--- config.mk ---
export PLATFORM = sky130hd
export DESIGN_NAME = stopwatch_ctrl
export DESIGN_NICKNAME = d
export VERILOG_FILES = /design/src/rtl/stopwatch_ctrl.sv
export SDC_FILE = /design/constraint.sdc
export NUM_CORES = 1
export LEC_CHECK = 0
export BUFFER_PORTS_ARGS = -buffer_cell sky130_fd_sc_hd__buf_2
export CORE_ASPECT_RATIO = 1.4
export CORE_UTILIZATION = 36
export DETAILED_ROUTE_END_ITERATION = 8
export HOLD_SLACK_MARGIN = 0.05
export MAX_ROUTING_LAYER = met4
export PLACE_DENSITY = 0.56
export SLEW_MARGIN = 40
export SYNTH_ARGS = -nofsm -noshare
export SYNTH_HDL_FRONTEND = slang
export SYNTH_SLANG_ARGS = --single-unit
--- constraint.sdc ---
create_clock -name clk -period 4.8 [get_ports clk]
set_input_delay 0.24 -clock clk [delete_from_list [all_inputs] [get_ports clk]]
set_output_delay 0.24 -clock clk [all_outputs]
set_load 0.05 [all_outputs]
--- src/rtl/stopwatch_ctrl.sv ---
// Front-panel controller for the 3-digit BCD stopwatch core: button edge
// detection, start/pause/split/clear FSM, split freeze, lap count, overflow.
module stopwatch_ctrl #(
  parameter int unsigned LONG_CYCLES = 2000,
  parameter int unsigned CNT_W       = 11
) (
  input  logic       clk,
  input  logic       reset,
  input  logic       btn_ss,
  input  logic       btn_lap,
  input  logic [3:0] d2_in,
  input  logic [3:0] d1_in,
  input  logic [3:0] d0_in,
  output logic       go,
  output logic       clr,
  output logic [3:0] d2,
  output logic [3:0] d1,
  output logic [3:0] d0,
  output logic [1:0] state,
  output logic [3:0] lap_cnt,
  output logic       ovf
);

  typedef enum logic [1:0] {
    StIdle  = 2'b00,
    StRun   = 2'b01,
    StLap   = 2'b10,
    StPause = 2'b11
  } state_e;

  localparam logic [CNT_W-1:0] LongMax = CNT_W'(LONG_CYCLES);
  localparam logic [CNT_W-1:0] LongPre = CNT_W'(LONG_CYCLES - 1);

  state_e           state_q, state_d;
  logic             go_q, go_d;
  logic             clr_q, clr_d;
  logic             ss_prev_q, lap_prev_q;
  logic [CNT_W-1:0] lp_cnt_q, lp_cnt_d;
  logic [3:0]       lap_cnt_q, lap_cnt_d;
  logic             ovf_q, ovf_d;
  logic [11:0]      lap_reg_q;
  logic [11:0]      prev_live_q;
  logic [11:0]      live;
  logic             press_ss, press_lap, long_fire, capture;

  assign live      = {d2_in, d1_in, d0_in};
  assign press_ss  = btn_ss & ~ss_prev_q;
  assign press_lap = btn_lap & ~lap_prev_q;
  // Fires only on the cycle the hold count reaches its limit, once per hold.
  assign long_fire = btn_lap & (lp_cnt_q == LongPre);

  // Next-state, capture, clear pulse and sticky-flag logic.
  always_comb begin
    state_d   = state_q;
    capture   = 1'b0;
    lp_cnt_d  = lp_cnt_q;
    lap_cnt_d = lap_cnt_q;
    ovf_d     = ovf_q;

    if (!btn_lap) begin
      lp_cnt_d = '0;
    end else if (lp_cnt_q != LongMax) begin
      lp_cnt_d = lp_cnt_q + 1'b1;
    end

    if (long_fire && state_q != StIdle) begin
      state_d = StIdle;
    end else if (press_ss) begin
      unique case (state_q)
        StIdle:  state_d = StRun;
        StRun:   state_d = StPause;
        StLap:   state_d = StPause;
        StPause: state_d = StRun;
        default: state_d = StIdle;
      endcase
    end else if (press_lap) begin
      unique case (state_q)
        StIdle:  state_d = StIdle;
        StRun: begin
          state_d = StLap;
          capture = 1'b1;
        end
        StLap:   state_d = StRun;
        StPause: state_d = StIdle;
        default: state_d = StIdle;
      endcase
    end

    go_d  = (state_d == StRun) || (state_d == StLap);
    clr_d = (state_q != StIdle) && (state_d == StIdle);

    if (capture && lap_cnt_q != 4'd15) begin
      lap_cnt_d = lap_cnt_q + 4'd1;
    end

    if ((state_q == StRun || state_q == StLap) &&
        prev_live_q == 12'h999 && live == 12'h000) begin
      ovf_d = 1'b1;
    end

    // Clear wins over any increment or overflow set in the same cycle.
    if (clr_d) begin
      lap_cnt_d = '0;
      ovf_d     = 1'b0;
    end
  end

  // State and control registers with synchronous reset.
  always_ff @(posedge clk) begin
    if (reset) begin
      state_q     <= StIdle;
      go_q        <= 1'b0;
      clr_q       <= 1'b1;
      ss_prev_q   <= 1'b1;
      lap_prev_q  <= 1'b1;
      lp_cnt_q    <= '0;
      lap_cnt_q   <= '0;
      ovf_q       <= 1'b0;
      lap_reg_q   <= '0;
      prev_live_q <= '0;
    end else begin
      state_q     <= state_d;
      go_q        <= go_d;
      clr_q       <= clr_d;
      ss_prev_q   <= btn_ss;
      lap_prev_q  <= btn_lap;
      lp_cnt_q    <= lp_cnt_d;
      lap_cnt_q   <= lap_cnt_d;
      ovf_q       <= ovf_d;
      prev_live_q <= live;
      if (capture) begin
        lap_reg_q <= live;
      end
    end
  end

  // Display shows the frozen split only while in LAP.
  always_comb begin
    {d2, d1, d0} = live;
    if (state_q == StLap) begin
      {d2, d1, d0} = lap_reg_q;
    end
  end

  assign go      = go_q;
  assign clr     = clr_q;
  assign state   = state_q;
  assign lap_cnt = lap_cnt_q;
  assign ovf     = ovf_q;

endmodule

==> reports/qor.csv, run 1 <==
metric,value,unit
ANT cells,0,
slowest CP cell,ha_1,
largest net degree at the start of global routing,32,
area taken by multi-input logic gates,0.001076,sq mm
first-pass GRT wire length,6693,um
Post-Syn Nets,223,
FILL cells,558,
Total Routed Length,3920,um
routed len/inst,12.85,um
post-synth top area share,0.4485,
fraction of layout cells with a size suffix above 1,0.3207,
DRC,0,
max-capacitance violation count,0,
floorplan core area,0.005485,sq mm
H-Tree Depth,2,
Overflow after GRT,0,
fin crit period,2565,ps
CTS buffer count,5,
post-synthesis sequential area ratio,0.4485,
clock sinks,46,
wl on met1,1757,um
Cell variety after synth,42,
routed vias,1489,
crit-path cells,"inv_1, ha_1, mux2i_1, a21o_1, ha_1, a21oi_1, inv_1, or4_1, nand2_1",
Slew @ Worst Pin,616.4,ps
metal3 WL,117,um
DR pass1 iterations,4,
"area leader, netlist",dfxtp_1,
"FF+latch count, synth",46,
worst relative slew slack,0.5891,
number of enable flip-flop cells after synthesis,0,
synth-to-layout area growth,16.09,%
port bufs,36,
pwr dens,311.8,mW/mm^2
Top Layer Used,met4,
Setup TNS Final,0,ps
Fmax,389.9,MHz
routed length on met2,1966,um
DPL Wire Length,2901,um
die extent in x,65.83,um
number of global-route vias before repair,1434,
crit path kind,reg2reg,
cell family with the largest share of critical-path delay,adder cells,
Max VDD drop,0.0001858,V
Post-synth top cells,"dfxtp_1 (46), nor2b_1 (25), mux2_2 (23)",
Worst-path clk slew,90,ps
Synth Instances,199,
Clock Tree Root,clkbuf_8,
Post-CTS Setup Repair Bufs,0,
critical path capture point type,flop,
crit start category,flop,
Final GP Congestion,0.8166,
fin. max-slew vios,0,
final setup violation count,0,
"antenna viol nets, final",0,
CP Max Fanout,13,
post-synthesis instance area,0.002053,sq mm
Crit path buffers/inverters,2,
RSZ-0062 raised after global routing,no,
post-cts resize count,0,
status,"finished, final reports clean",
Max Buffers Root-to-Sink,2,
yosys warns,0,
leakage power,0.9654,nW
die area,0.006013,sq mm
Post-synth top flop,dfxtp_1,
"Async S/R FF share, synth",0,
Die Height,91.36,um
final setup margin,2235,ps
Worst Hold Class,in2reg,
hold buffers post-CTS,0,
final hold viol count,0,
CTS tree,built,
pre-CTS WS,2242,ps
Area contributors post-synth,"dfxtp_1 (45%), mux2_2 (13%), nor2b_1 (7.6%), ha_1 (4.9%), nor2_1 (2.4%)",
boundary pin count,37,
initial antenna violation count,0,
worst skew pair latency,300,ps
Rows,32,
Reg area,920.9,sq um
Syn Area/Cell,10.32,sq um
worst endpoint required time,5050,ps
Initial Util,0.3743,
clock skew,6.768,ps
Worst Path Arrival,2820,ps
top-count cell post-synth,dfxtp_1,
vias per cell,4.882,
fin crit share,0.5344,
Final #Nets,260,
DR iter-0 viols,51,
gr usage total,0.1499,
max incr delay on CP,550,ps
==> worst paths after layout <==
path,startpoint,to,slack (ps),cells after the start
hold / removal,btn_ss,ss_prev_q,140,2
setup / recovery,state[0],lap_cnt[0],2240,9
hold reg to reg,lp_cnt_q[10],lp_cnt_q[10],530,2
setup reg to reg,state[0],lap_cnt[0],2240,9
==> power breakdown <==
part	internal, W	switching (W)	total, W	leakage [nW]
registers	0.000392	0.00000375	0.000395	0.376
logic	0.0000313	0.0000661	0.0000974	0.543
clock network	0.000116	0.000134	0.000250	0.0472
==> worst register-to-register path: stages, from the launching register on <==
cell and delay [ps]:
dfxtp_1 350, inv_1 90, ha_1 550, mux2i_1 160, a21o_1 230, ha_1 190, a21oi_1 250, inv_1 150
or4_1 480, nand2_1 70
==> stage by stage <==
stage | power (W) | utilization | cells | area (sq um) | hold WS [ps]
global placement | 0.0005032 | 0.4172 | 297 | 2288 | 451.7
floorplan | 0.0004777 | - | 199 | 2053 | 346.6
finish | 0.0007432 | 0.4345 | 305 | 2384 | 137.7
global route | 0.0007756 | 0.4345 | 305 | 2384 | 140.1
detailed placement | 0.0005033 | 0.4172 | 297 | 2288 | 457.1
CTS | 0.0007564 | 0.4345 | 305 | 2384 | 134.4
==> area by class of cell <==
class,count,share of cell area
Clock buffer,6,0.03465
Clock inverter,2,0.005249
Inverter,7,0.01102
Multi-Input combinational cell,140,0.4514
Sequential cell,46,0.3864
Tap cell,68,0.03570
Timing Repair Buffer,36,0.07559
==> flip-flops by register name (all words and copies together), names as in the netlist <==
signal	flops
prev_live_q	12
ovf	1
lap_reg_q	12
lap_cnt	4
state	2
clr	1
lap_prev_q	1
ss_prev_q	1
go	1
lp_cnt_q	11
==> logic make-up (layout without fill, tap and decap cells) <==
| family | Yosys count | after routing | synth area share |
|---|---|---|---|
| and+or+nand+nor | 84 | 84 | 0.2505 |
| adders and majority gates | 8 | 8 | 0.04875 |
| AOI/OAI and AO/OA | 13 | 13 | 0.04449 |
| DFF | 46 | 46 | 0.4485 |
| muxes | 27 | 27 | 0.1463 |
| xor gates and xnor gates | 8 | 8 | 0.03413 |
| buffers and inverters | 13 | 51 | 0.02742 |
==> cells in the final DEF (no fill, tap or decap), drive strengths merged, types with 2 or more instances in the layout <==
master / netlist / final
mux2i: 3 / 3
nand3: 5 / 5
ha: 8 / 8
a21oi: 4 / 4
xnor2: 3 / 3
inv: 7 / 7
dfxtp: 46 / 46
xor2: 5 / 5
nand2: 6 / 6
or4: 3 / 3
or2: 3 / 3
mux2: 24 / 24
nand4bb: 2 / 2
nor2b: 25 / 25
nor3: 5 / 5
nand4: 5 / 5
o21ai: 2 / 2
buf: 2 / 36
nor4: 3 / 3
or3b: 4 / 4
nor2: 14 / 14
clkbuf: 4 / 6
nand2b: 3 / 3
==> routing by layer <==
metal,global-route usage,vias to the layer above
li1,-,767
met1,0.1765,693
met2,0.2415,23
met3,0.03015,6
met4,0.06522,0
met5,-,-
(Power assumes the default switching activity.)
==> run 2: changes to the inputs <==
==> constraint.sdc (replaced) <==
create_clock -name clk -period 2.5 [get_ports clk]
set_input_delay 0.125 -clock clk [delete_from_list [all_inputs] [get_ports clk]]
set_output_delay 0.125 -clock clk [all_outputs]
set_load 0.05 [all_outputs]
==> run 2 against run 1 <==
- die area stayed put
- clock-buffer cell count stayed put
- first-iteration DRC count stayed put
- largest power group unchanged
- sequential share of layout area is 0.72 points lower
- fmax is 9.9% higher
- cell count is 1.3% higher
- hold slack worse by 66 ps
- non-clock buffer count is 4 higher
- clock power is 120% higher
- clock skew is 1.6 ps lower
- global-route usage is 0.36 points lower
- utilization is 0.89 points higher
==> reports/qor.csv, run 2 (synthesized netlist as in run 1, its figures left out) <==
metric,value,unit,change
status,"finished, final reports clean",,unchanged
clock sinks,46,,unchanged
RSZ-0062 raised after global routing,no,,unchanged
worst endpoint required time,2750,ps,was 5050 ps
clock skew,5.200,ps,was 6.768 ps
max-capacitance violation count,0,,unchanged
final setup violation count,0,,unchanged
fin crit period,2334,ps,was 2565 ps
Final #Nets,264,,was 260
r2r startpoint,lp_cnt_q[0],,was state[0]
Worst-path clk slew,90,ps,about the same
boundary pin count,37,,unchanged
die extent in x,65.83,um,unchanged
Slew @ Worst Pin,555.6,ps,was 616.4 ps
first-pass GRT wire length,6568,um,was 6693 um
crit path from,lp_cnt_q[0],,was state[0]
hold wc startpoint,btn_lap,,was btn_ss
most frequent cells in the layout,"dfxtp_1 (45), buf_2 (36), nor2b_1 (25)",,"was dfxtp_1 (46), buf_2 (36), nor2b_1 (25)"
worst skew pair latency,290,ps,was 300 ps
GR peak layer,met2,,unchanged
Clock Tree Root,clkbuf_8,,unchanged
Initial Util,0.3743,,unchanged
largest registers,"lap_reg_q (12), prev_live_q (12), lp_cnt_q (11)",,unchanged
ANT cells,0,,unchanged
DPL Wire Length,2925,um,was 2901 um
Setup TNS Final,0,ps,unchanged
largest net degree at the start of global routing,32,,unchanged
FILL cells,526,,was 558
met1 Resource Use GR,0.1667,,was 0.1765
leakage power,0.9905,nW,was 0.9654 nW
Total Routed Length,3909,um,was 3920 um
port bufs,36,,unchanged
FF-to-FF End,lap_cnt[0],,unchanged
DRC,0,,unchanged
Max Buffers Root-to-Sink,2,,unchanged
worst relative slew slack,0.6296,,was 0.5891
fin crit share,0.9338,,was 0.5344
"reg-to-reg slack, setup",170,ps,was 2240 ps
met2 usage,0.2423,,was 0.2415
"most common cell after layout, fill and taps aside",dfxtp_1,,unchanged
CP Max Fanout,6,,was 13
DR pass1 iterations,6,,was 4
Max VDD drop,0.0003143,V,was 0.0001858 V
Fmax,428.4,MHz,was 389.9 MHz
number of global-route vias before repair,1421,,was 1434
critical path capture point type,flop,,unchanged
Post-CTS Setup Repair Bufs,0,,unchanged
pwr dens,614.0,mW/mm^2,was 311.8 mW/mm^2
Rows,32,,unchanged
Worst Path Arrival,2580,ps,was 2820 ps
final hold viol count,0,,unchanged
routed vias,1498,,was 1489
floorplan core area,0.005485,sq mm,unchanged
met3 Use GR,0.03141,,was 0.03015
die area,0.006013,sq mm,unchanged
fin. max-slew vios,0,,unchanged
synth-to-layout area growth,18.46,%,was 16.09%
Util after Layout,0.4434,,was 0.4345
routed len/inst,12.65,um,was 12.85 um
Die Height,91.36,um,unchanged
CTS buffer count,5,,unchanged
vias per cell,4.848,,was 4.882
gr usage total,0.1463,,was 0.1499
CTS tree,built,,unchanged
"antenna viol nets, final",0,,unchanged
Overflow after GRT,0,,unchanged
Final GP Congestion,0.7915,,was 0.8166
H-Tree Depth,2,,unchanged
Worst Hold Class,in2reg,,unchanged
fraction of layout cells with a size suffix above 1,0.3278,,was 0.3207
Reg2Reg Depth,9,,unchanged
DR iter-0 viols,51,,unchanged
initial antenna violation count,0,,unchanged
crit start category,flop,,unchanged
Hold Path Cell Cnt,2,,unchanged
Hold Path Sink,lap_prev_q,,was ss_prev_q
crit path kind,reg2reg,,unchanged
## run 2: cell types whose count changed in the layout (fill, tap and decap cells not counted), sizes merged
cell	change
bufinv	+1
buf	+3
clkinv	-1
dlygate4sd3	+1
## run 2: what timing repair did
action / CTS / global route
hold buffers: 1 / 0
gates resized for setup: 0 / 0
hold endpoints to repair: 1 / 0
## run 2: worst max-delay path by stage
stage	to	cells after the start
3_5_place_dp	lap_cnt[0]	9
5_1_grt	lap_cnt[0]	9
3_3_place_gp	lap_cnt[0]	9
2_1_floorplan	lap_cnt[0]	9
4_1_cts	lap_cnt[0]	9
6_report	lap_cnt[0]	9
## run 2: cell type report
class / count / area (sq um) / area share
multi-input combinational: 140 / 1076 / 0.4424
sequential: 46 / 922.1 / 0.3791
timing repair buffer: 40 / 212.7 / 0.08745
tap: 68 / 85.08 / 0.03498
clock buffer: 6 / 72.57 / 0.02984
clock inverter: 2 / 37.54 / 0.01543
inverter: 7 / 26.28 / 0.01080
## run 2: power by group
group / total, W / internal, W / leakage, nW / switching (W)
combinational: 0.000190 / 0.0000619 / 0.563 / 0.000128
clock: 0.000544 / 0.000298 / 0.0514 / 0.000246
sequential: 0.000760 / 0.000752 / 0.376 / 0.00000760
total: 0.00149 / 0.00111 / 0.990 / 0.000381
## run 2: critical path: stages, from the launching register on
cell	delay, ps
dfxtp_1	340
ha_1	220
nand3_1	240
nor4_4	90
a211o_1	250
ha_1	180
a21oi_1	260
inv_1	160
or4_1	480
nand2_1	70
## run 2: through the flow
stage	total power, W	worst slack, ps	instance area, sq um	instances	hold slack, ps
floorplan	0.0009174	3.064	2054	199	231.6
detailed placement	0.0009685	179.5	2312	300	346.0
global placement	0.0009670	261.0	2312	300	328.2
CTS	0.001519	162.1	2432	309	73.29
finish	0.001494	165.6	2432	309	72.08
global route	0.001556	30.43	2432	309	81.13
## run 2: routing by layer
metal / share of wire / wire, um
met1: 0.43 / 1665
met2: 0.52 / 2050
met3: 0.034 / 134
met4: 0.015 / 59
met5: 0 / 0
